File: config.mk
export PLATFORM = sky130hd
export DESIGN_NAME = uart_ram_loader
export DESIGN_NICKNAME = d
export VERILOG_FILES = /design/src/rtl/uart_ram_pkg.sv /design/src/rtl/rx_gap_timer.sv /design/src/rtl/uart_ram_loader.sv
export SDC_FILE = /design/constraint.sdc
export NUM_CORES = 1
export LEC_CHECK = 0
export CAP_MARGIN = 15
export CORE_MARGIN = 2
export CORE_UTILIZATION = 50
export DETAILED_ROUTE_END_ITERATION = 16
export DONT_BUFFER_PORTS = 1
export HOLD_SLACK_MARGIN = 0.02
export MAX_ROUTING_LAYER = met4
export PLACE_DENSITY = 0.65
export SLEW_MARGIN = 10
export SYNTH_ARGS = -nofsm -noshare
export SYNTH_HDL_FRONTEND = slang
export SYNTH_SLANG_ARGS = --single-unit
File: constraint.sdc
create_clock -name clk -period 1.95 [get_ports clk]
set_input_delay 0.195 -clock clk [delete_from_list [all_inputs] [get_ports clk]]
set_output_delay 0.195 -clock clk [all_outputs]
set_load 0.005 [all_outputs]
File: src/rtl/uart_ram_pkg.sv
// Shared types and helpers for the UART-to-BRAM loader and its sub-blocks.
//   state_t   : loader FSM encoding (IDLE, RX_DATA, RX_ADDR, WRITE)
//   bytes_for : number of whole bytes needed to carry a field of 'width' bits
package uart_ram_pkg;

    typedef enum logic [1:0] {
        IDLE    = 2'd0,
        RX_DATA = 2'd1,
        RX_ADDR = 2'd2,
        WRITE   = 2'd3
    } state_t;

    function automatic int unsigned bytes_for(input int unsigned width);
        return (width + 32'd7) / 32'd8;
    endfunction

endpackage

File: src/rtl/rx_gap_timer.sv
// Idle-gap watchdog: a down-counter reloaded on every received byte.
//   clk, nrst : clock, async active-low reset
//   run       : count only while high; reloads while low
//   clear     : reload (a byte arrived)
//   expired   : high while running and TIMEOUT_CYCLES-1 idle cycles have elapsed
module rx_gap_timer #(
    parameter int unsigned TIMEOUT_CYCLES = 50000
) (
    input  logic clk,
    input  logic nrst,
    input  logic run,
    input  logic clear,
    output logic expired
);

    localparam int unsigned CNT_W = (TIMEOUT_CYCLES > 1) ? $clog2(TIMEOUT_CYCLES) : 1;
    localparam logic [CNT_W-1:0] LOAD = CNT_W'(TIMEOUT_CYCLES - 1);

    logic [CNT_W-1:0] cnt;

    // Reload whenever stopped or a byte arrives; hold at zero once expired.
    always_ff @(posedge clk or negedge nrst) begin
        if (!nrst) begin
            cnt <= '0;
        end else if (clear || !run) begin
            cnt <= LOAD;
        end else if (cnt != '0) begin
            cnt <= cnt - CNT_W'(1);
        end
    end

    assign expired = run && (cnt == '0);

endmodule

File: src/rtl/uart_ram_loader.sv
// Assembles received bytes into {data, address} frames and writes them to BRAM.
// Frame order: DATA bytes then ADDR bytes, each field LSB byte first.
//   clk, nrst    : clock, async active-low reset
//   en           : enable; low forces IDLE and clears count/sticky flags
//   rx_ready     : byte valid (rising edge captures one byte)
//   rx_data      : received byte
//   wr_en        : one-cycle BRAM write strobe
//   wr_addr      : BRAM write address (held until next write)
//   wr_data      : BRAM write data (held until next write)
//   word_count   : words written since enable, saturating
//   done         : pulse on a write to MAX_ADDRESS
//   addr_err     : sticky, a frame address exceeded MAX_ADDRESS
//   timeout_err  : sticky, a partial frame was discarded on timeout
module uart_ram_loader
    import uart_ram_pkg::*;
#(
    parameter int unsigned ADDR_WIDTH     = 10,
    parameter int unsigned DATA_WIDTH     = 16,
    parameter int unsigned MAX_ADDRESS    = 1023,
    parameter int unsigned TIMEOUT_CYCLES = 50000
) (
    input  logic                  clk,
    input  logic                  nrst,
    input  logic                  en,
    input  logic                  rx_ready,
    input  logic [7:0]            rx_data,
    output logic                  wr_en,
    output logic [ADDR_WIDTH-1:0] wr_addr,
    output logic [DATA_WIDTH-1:0] wr_data,
    output logic [ADDR_WIDTH:0]   word_count,
    output logic                  done,
    output logic                  addr_err,
    output logic                  timeout_err
);

    localparam int unsigned DATA_BYTES = bytes_for(DATA_WIDTH);
    localparam int unsigned ADDR_BYTES = bytes_for(ADDR_WIDTH);
    localparam int unsigned DBUF_W     = 8 * DATA_BYTES;
    localparam int unsigned ABUF_W     = 8 * ADDR_BYTES;
    localparam int unsigned MAX_BYTES  = (DATA_BYTES > ADDR_BYTES) ? DATA_BYTES : ADDR_BYTES;
    localparam int unsigned IDX_W      = $clog2(MAX_BYTES) + 1;
    localparam int unsigned CNT_W      = ADDR_WIDTH + 1;

    state_t              state;
    logic                rx_ready_d;
    logic [IDX_W-1:0]    byte_idx;
    logic [DBUF_W-1:0]   data_buf;
    logic [ABUF_W-1:0]   addr_buf;
    logic                capture_c;
    logic                timer_run_c;
    logic                timer_expired_c;
    logic                addr_ok_c;

    // Rising edge of rx_ready marks exactly one new byte.
    always_ff @(posedge clk or negedge nrst) begin
        if (!nrst) begin
            rx_ready_d <= 1'b0;
        end else begin
            rx_ready_d <= rx_ready;
        end
    end

    assign capture_c   = rx_ready && !rx_ready_d && en;
    assign timer_run_c = en && ((state == RX_DATA) || (state == RX_ADDR));
    // Full-width compare also rejects any set bits above ADDR_WIDTH.
    assign addr_ok_c   = (addr_buf <= ABUF_W'(MAX_ADDRESS));

    rx_gap_timer #(
        .TIMEOUT_CYCLES(TIMEOUT_CYCLES)
    ) u_gap_timer (
        .clk     (clk),
        .nrst    (nrst),
        .run     (timer_run_c),
        .clear   (capture_c),
        .expired (timer_expired_c)
    );

    // Frame assembly FSM with registered BRAM write outputs.
    always_ff @(posedge clk or negedge nrst) begin
        if (!nrst) begin
            state       <= IDLE;
            byte_idx    <= '0;
            data_buf    <= '0;
            addr_buf    <= '0;
            wr_en       <= 1'b0;
            wr_addr     <= '0;
            wr_data     <= '0;
            word_count  <= '0;
            done        <= 1'b0;
            addr_err    <= 1'b0;
            timeout_err <= 1'b0;
        end else begin
            wr_en <= 1'b0;
            done  <= 1'b0;

            case (state)
                IDLE: begin
                    if (capture_c) begin
                        data_buf[7:0] <= rx_data;
                        byte_idx      <= IDX_W'((DATA_BYTES == 1) ? 0 : 1);
                        state         <= (DATA_BYTES == 1) ? RX_ADDR : RX_DATA;
                    end
                end

                RX_DATA: begin
                    if (capture_c) begin
                        for (int unsigned k = 0; k < DATA_BYTES; k++) begin
                            if (byte_idx == IDX_W'(k)) data_buf[8*k +: 8] <= rx_data;
                        end
                        if (byte_idx == IDX_W'(DATA_BYTES - 1)) begin
                            byte_idx <= '0;
                            state    <= RX_ADDR;
                        end else begin
                            byte_idx <= byte_idx + IDX_W'(1);
                        end
                    end else if (timer_expired_c) begin
                        byte_idx    <= '0;
                        timeout_err <= 1'b1;
                        state       <= IDLE;
                    end
                end

                RX_ADDR: begin
                    if (capture_c) begin
                        for (int unsigned k = 0; k < ADDR_BYTES; k++) begin
                            if (byte_idx == IDX_W'(k)) addr_buf[8*k +: 8] <= rx_data;
                        end
                        if (byte_idx == IDX_W'(ADDR_BYTES - 1)) begin
                            byte_idx <= '0;
                            state    <= WRITE;
                        end else begin
                            byte_idx <= byte_idx + IDX_W'(1);
                        end
                    end else if (timer_expired_c) begin
                        byte_idx    <= '0;
                        timeout_err <= 1'b1;
                        state       <= IDLE;
                    end
                end

                WRITE: begin
                    if (addr_ok_c) begin
                        wr_en   <= 1'b1;
                        wr_addr <= addr_buf[ADDR_WIDTH-1:0];
                        wr_data <= data_buf[DATA_WIDTH-1:0];
                        done    <= (addr_buf == ABUF_W'(MAX_ADDRESS));
                        if (word_count != '1) word_count <= word_count + CNT_W'(1);
                    end else begin
                        addr_err <= 1'b1;
                    end
                    // A byte landing here starts the next frame.
                    if (capture_c) begin
                        data_buf[7:0] <= rx_data;
                        byte_idx      <= IDX_W'((DATA_BYTES == 1) ? 0 : 1);
                        state         <= (DATA_BYTES == 1) ? RX_ADDR : RX_DATA;
                    end else begin
                        state <= IDLE;
                    end
                end

                default: state <= IDLE;
            endcase

            // Disable overrides everything except the strobe of a write already underway.
            if (!en) begin
                state       <= IDLE;
                byte_idx    <= '0;
                word_count  <= '0;
                addr_err    <= 1'b0;
                timeout_err <= 1'b0;
            end
        end
    end

endmodule
Yosys cells after proc, flatten, opt, wreduce, memory -nomap -nowiden
Cells that the tools add are included.
W data, S select, Z words.
{"block": "totals", "out_inout_bits": 41, "register_bits": 94, "in_bits": 12, "wordCells": 101}
{"block": "classes", "addsub": 3, "n_mux": 35, "order_cmp": 1, "n_reduce_logical": 26, "eq_ne": 21}
{"operator": "$mux W11", "count": 4}
{"operator": "$mux W16", "count": 2}
{"operator": "$mux W8", "count": 3}
{"operator": "$mux W2", "count": 11}
{"operator": "$reduce_and A3 Y1", "count": 6}
{"operator": "$eq A16 B10 Y1 const B", "count": 1}
{"operator": "$le A16 B10 Y1 const B", "count": 1}
{"operator": "$logic_not A16 Y1", "count": 1}
{"operator": "$pmux W8 S2", "count": 1}
{"operator": "$reduce_bool A16 Y1", "count": 1}
{"operator": "$sub A16 B1 Y16 const B", "count": 1}
{"operator": "$ne A2 B1 Y1 const B", "count": 7}
{"operator": "$mux W1", "count": 12}
{"operator": "$add A11 B1 Y11 const B", "count": 1}
{"operator": "$ne A11 B11 Y1 const B", "count": 1}
{"operator": "$ne A4 B4 Y1 const B", "count": 2}
{"operator": "$pmux W2 S4", "count": 1}
{"operator": "$ne A2 B2 Y1 const B", "count": 3}
{"operator": "$ne A3 B2 Y1 const B", "count": 2}
{"operator": "$reduce_and A2 Y1", "count": 3}
{"operator": "$eq A2 B1 Y1 const B", "count": 2}
{"operator": "$eq A2 B2 Y1 const B", "count": 2}
{"operator": "$logic_and A1 B1 Y1", "count": 4}
{"operator": "$logic_not A2 Y1", "count": 2}
{"operator": "other kinds (8)", "count": 12}

Logic depth before layout (Yosys ltp)
{"block": "depth", "ltp_word": 8, "ltp_mapped": 8, "depth_no_buf": 7}

Cells and area by module
Synthesis repeated with hierarchy kept, for this count alone.
{"block": "hier_totals", "cells_unflattened": 342, "area_unflattened_um2": 4169.0}
{"mod": "uart_ram_loader", "cells_per_inst": 245, "n_inst": 1, "area_each_um2": 3294.4, "seq_area_each_um2": 1951.9}
{"mod": "rx_gap_timer", "cells_per_inst": 97, "n_inst": 1, "area_each_um2": 874.6, "seq_area_each_um2": 400.4}

Worst setup path before layout
No wires, ideal clock.
{"block": "synth_path", "path_kind": "reg2reg", "from": "reg u_gap_timer.cnt[12]", "to": "reg u_gap_timer.cnt[0]", "path_slack_ns": -0.161, "arrival_time_ns": 1.979, "path_stages_with_launch": 8, "path_buffers": 2, "setup_time_ns": 0.132, "t_required_ns": 1.818, "synth_period_minus_slack_ns": 2.111, "path_cell_list": "dfrtp_1 > or3_4 > or3b_1 > clkbuf_2 > or4_1 > clkbuf_2 > xnor2_1 > nand2_1"}
{"block": "synth_between", "elab_chain_len": 2}
{"item": "start: declaration", "line_no": "rx_gap_timer.sv:19", "source": "logic [CNT_W-1:0] cnt;"}
{"item": "start signal: assignment", "line_no": "rx_gap_timer.sv:28", "source": "cnt <= cnt - CNT_W'(1);"}
{"item": "$reduce_bool A16 Y1", "line_no": "rx_gap_timer.sv:27", "source": "end else if (cnt != '0) begin"}
{"item": "$reduce_bool A2 Y1 (no line)"}
No other way between the ends.
A chain may end at the register's enable or synchronous reset.

Final worst setup path
{"block": "layout_path", "from": "reg u_gap_timer.cnt[14]", "to": "reg u_gap_timer.cnt[0]"}
The elaborated chain is that of the path after synthesis.

==> flow_summary.ini <==
[synthesis]
synth.yosys.warnings = 0
postSynthAreaPerCell_sq_um = 10.4
yosys.area_share.xor_xnor_pct = 3.83
yosys_register_bits = 94
netlist_area_sq_mm = 0.00412
postSynth.asyncResetShare_pct = 100
synth.area.top_cells = sky130_fd_sc_hd__dfrtp_1 (57%), sky130_fd_sc_hd__nand2_1 (8.9%), sky130_fd_sc_hd__mux2_2 (8.8%), sky130_fd_sc_hd__xor2_1 (3.0%), sky130_fd_sc_hd__ha_1 (2.1%)
synth.largest_area_cell = sky130_fd_sc_hd__dfrtp_1
netlist_instances = 395
synth.lib_cells_used.distinct = 38
synth_simple_gate_area_share_pct = 21.1
post_synthesis_share_of_cell_area_spent_on_full_adders_half_adders_and_majority_gates_pct = 2.13
synth-seq-area-share_pct = 57.1
synth_top_cells_by_count = sky130_fd_sc_hd__nand2_1 (98), sky130_fd_sc_hd__dfrtp_1 (94), sky130_fd_sc_hd__mux2_2 (32)
synthDominantCellAreaShare_pct = 57.1
synth_compound_area_share_pct = 4.86
synth_mux_area_share_pct = 8.75
synth_most_common_cell = sky130_fd_sc_hd__nand2_1
dominant_combinational_cell_family_by_area_after_synthesis = simple AND/OR/NAND/NOR gates
synth-edff-count = 0
synthesis.nets = 414
ys_dominant_reg_cell = sky130_fd_sc_hd__dfrtp_1

[detailed_routing]
first_iter_violations = 150
detail_route.drc_violations = 0
route.layer.met1.wl_mm = 4.22
drt-vias-per-instance = 5.38
drt_first_pass_iters = 4
met3WireLength_microns = 524
route.antenna.remaining_nets = 0
detail_route.wirelength_mm = 8.75
num_vias = 2950
top_layer_used = met4
wl_per_cell_microns = 16.0
wl_met2_mm = 3.88

[critical_path]
arrival_ps = 2230
critical_path_class = reg2reg
cp-end-kind = flip-flop
critical_path.max_stage_delay_ps = 490
start_kind = flip-flop
critical_path_required_ps = 2190
path_cells = or3_4, or3b_4, or4_4, xnor2_2, nand2_1
worst_path_max_delay_cell = sky130_fd_sc_hd__or4_4
critical_path.max_fanout = 6
timing.critical_path.max_delay_family = simple AND/OR/NAND/NOR gates
critPathBufInv = 0

[status]
run_status = finished with violations
failed_checks = hold timing, setup timing

[power]
p_total_mw = 3.74
switching_share_pct = 23.2
vdd_ir_drop_max_uv = 468
power_switching_mw = 0.866
comb_power_share_pct = 4.6
p_int_mw = 2.88
p_per_area_mw_per_mm2 = 768
total_leakage_power_nw = 2.35
seqPwrFrac_pct = 55.4
clk_network_pwr_share_pct = 40.0

[placement]
post-dp-hpwl_mm = 5.74
place_worst_setup_slack_ps = -113
numPortBuffers = 0
gpl.final_weighted_congestion = 0.856

[sta]
rsz0062_at_grt = true
finalSetupViolations = 2
report.final.slew_viol_count = 0
max_freq_mhz = 502
min_cycle_time_layout_ps = 1990
period_share_pct = 102
hold_ws_ps = -505
setup_slack_ps = -42.8
finalClockSkew_ps = 17.8
final_total_negative_setup_slack_ps = -54.6
hold_viol_final = 94
worst-slew-pin-transition_ps = 586
slew_headroom_pct = 60.8

[global_route]
largest_net_degree_at_the_start_of_global_routing = 95
wire_length_of_the_first_global_routing_pass_mm = 14.0
grt.total_usage_pct = 21.0
grt_pass1_vias = 2836
grt_remaining_overflow = 0
antenna_found_initial = 1

[clock_network]
root_buffer = sky130_fd_sc_hd__clkbuf_8
postCtsHoldBufs = 10
cts.sink_count = 94
cts.reportedPaths.clkPinSlew_ps = 110
tritoncts = done
cts_made_buffers = 9
clk-insertion-delay-late_ps = 380
clock_buffer_depth = 2
cts_htree_levels = 3

[layout]
final.fill_count = 701
final_nets = 456
fraction_of_final_layout_cells_with_drive_strength_greater_than_1_pct = 22.4
utilization_pct = 60.2
areaGrowthSynthToFinish_pct = 18.4

[floorplanning]
die_y_microns = 94.8
starting_utilization_of_the_core_area_pct = 50.9
num_rows = 33
design.portCount = 53
fp.dieArea_sq_mm = 0.00898
die-width_microns = 94.8
floorplan.core_area_sq_mm = 0.00809

[run]
maximum_capacitance_violations = 0

[hold_path]
worstHoldPathType = in2async
cell families (layout without fill, tap and decap cells):
group / after synthesis / count (layout)
DFF: 94 / 94
adders and majority gates: 7 / 7
buffers and inverters: 24 / 71
AOI/OAI and AO/OA: 34 / 34
muxes: 32 / 32
other: 0 / 1
and+or+nand+nor: 186 / 186
xor gates and xnor gates: 18 / 18
power groups by stage:
stage	Clock [mW]	Combinational [mW]	Sequential [mW]
after detailed placement	0	0.141	2.11
after CTS	1.53	0.173	2.07
after global placement	0	0.135	2.11
after floorplan	0	0.119	2.10
final	1.50	0.173	2.07
after global routing	1.59	0.194	2.09
cells in the final DEF, fill, tap and decap left out, types with 3 or more instances in the layout:
cell / Yosys / routed
sky130_fd_sc_hd__nand3_1: 10 / 9
sky130_fd_sc_hd__nor4_1: 10 / 4
sky130_fd_sc_hd__nor4_2: 0 / 6
sky130_fd_sc_hd__nor3_2: 1 / 3
sky130_fd_sc_hd__and3_1: 6 / 6
sky130_fd_sc_hd__nand2_1: 98 / 98
sky130_fd_sc_hd__or4_1: 4 / 3
sky130_fd_sc_hd__xor2_1: 14 / 14
sky130_fd_sc_hd__dlygate4sd3_1: 0 / 10
sky130_fd_sc_hd__nor2_1: 20 / 20
sky130_fd_sc_hd__clkbuf_8: 0 / 9
sky130_fd_sc_hd__and2_1: 10 / 10
sky130_fd_sc_hd__xnor2_1: 4 / 3
sky130_fd_sc_hd__nand4_1: 5 / 5
sky130_fd_sc_hd__inv_1: 7 / 7
sky130_fd_sc_hd__ha_1: 7 / 7
sky130_fd_sc_hd__o21ai_0: 13 / 11
sky130_fd_sc_hd__dfrtp_1: 94 / 94
sky130_fd_sc_hd__buf_4: 0 / 34
sky130_fd_sc_hd__a21oi_1: 9 / 9
sky130_fd_sc_hd__mux2_2: 32 / 32
sky130_fd_sc_hd__nor3_1: 11 / 9
registers in the layout, summed over array words and instances, names as in the netlist:
name / flops
addr_buf: 16
data_buf: 16
u_gap_timer.cnt: 16
wr_data: 16
word_count: 11
wr_addr: 10
byte_idx: 2
state: 2
addr_err: 1
done: 1
rx_ready_d: 1
timeout_err: 1
wr_en: 1
through the flow:
stage	instances	area [sq um]
finish	548	4870
global route	548	4870
CTS	543	4780
detailed placement	517	4450
global placement	517	4450
floorplan	395	4120
path summary, 6_finish.rpt:
check | depth (start not counted) | slack (ps) | start | end
worst min register to register | 2 | 470 | data_buf[3] | wr_data[3]
worst max-delay path | 5 | -40 | u_gap_timer.cnt[14] | u_gap_timer.cnt[0]
worst min-delay path | 0 | -500 | nrst | wr_addr[1]
max in group asynchronous | 0 | 2330 | nrst | u_gap_timer.cnt[2]
worst max register to register | 5 | -40 | u_gap_timer.cnt[14] | u_gap_timer.cnt[0]
min in group clk | 3 | 80 | en | u_gap_timer.cnt[4]
layout make-up:
class                   instances  area [sq um]  area share [%]
multi-input cells             277          1740            35.7
inverters                       8          30.0           0.616
diodes                          1          2.50          0.0513
well taps                     105           131            2.70
clock inverters                 6           100            2.05
clock buffers                  10           128            2.62
repair buffers                 47           392            8.03
flip-flops and latches         94          2350            48.3
routing by layer:
metal	vias to the layer above	track usage, %
met3	10	4.63
li1	1424	-
met4	0	7.97
met1	1452	28.3
met2	64	31.2
met5	-	-
timing repair:
action | CTS | global route
setup endpoints to repair | 5 | 17
gates resized for setup | 1 | 14
endpoints found under the hold margin | 144 | 94
buffers inserted | 0 | 3
cloned | 0 | 1
pin swaps | 0 | 3
Power figures use the tool's default switching activity.
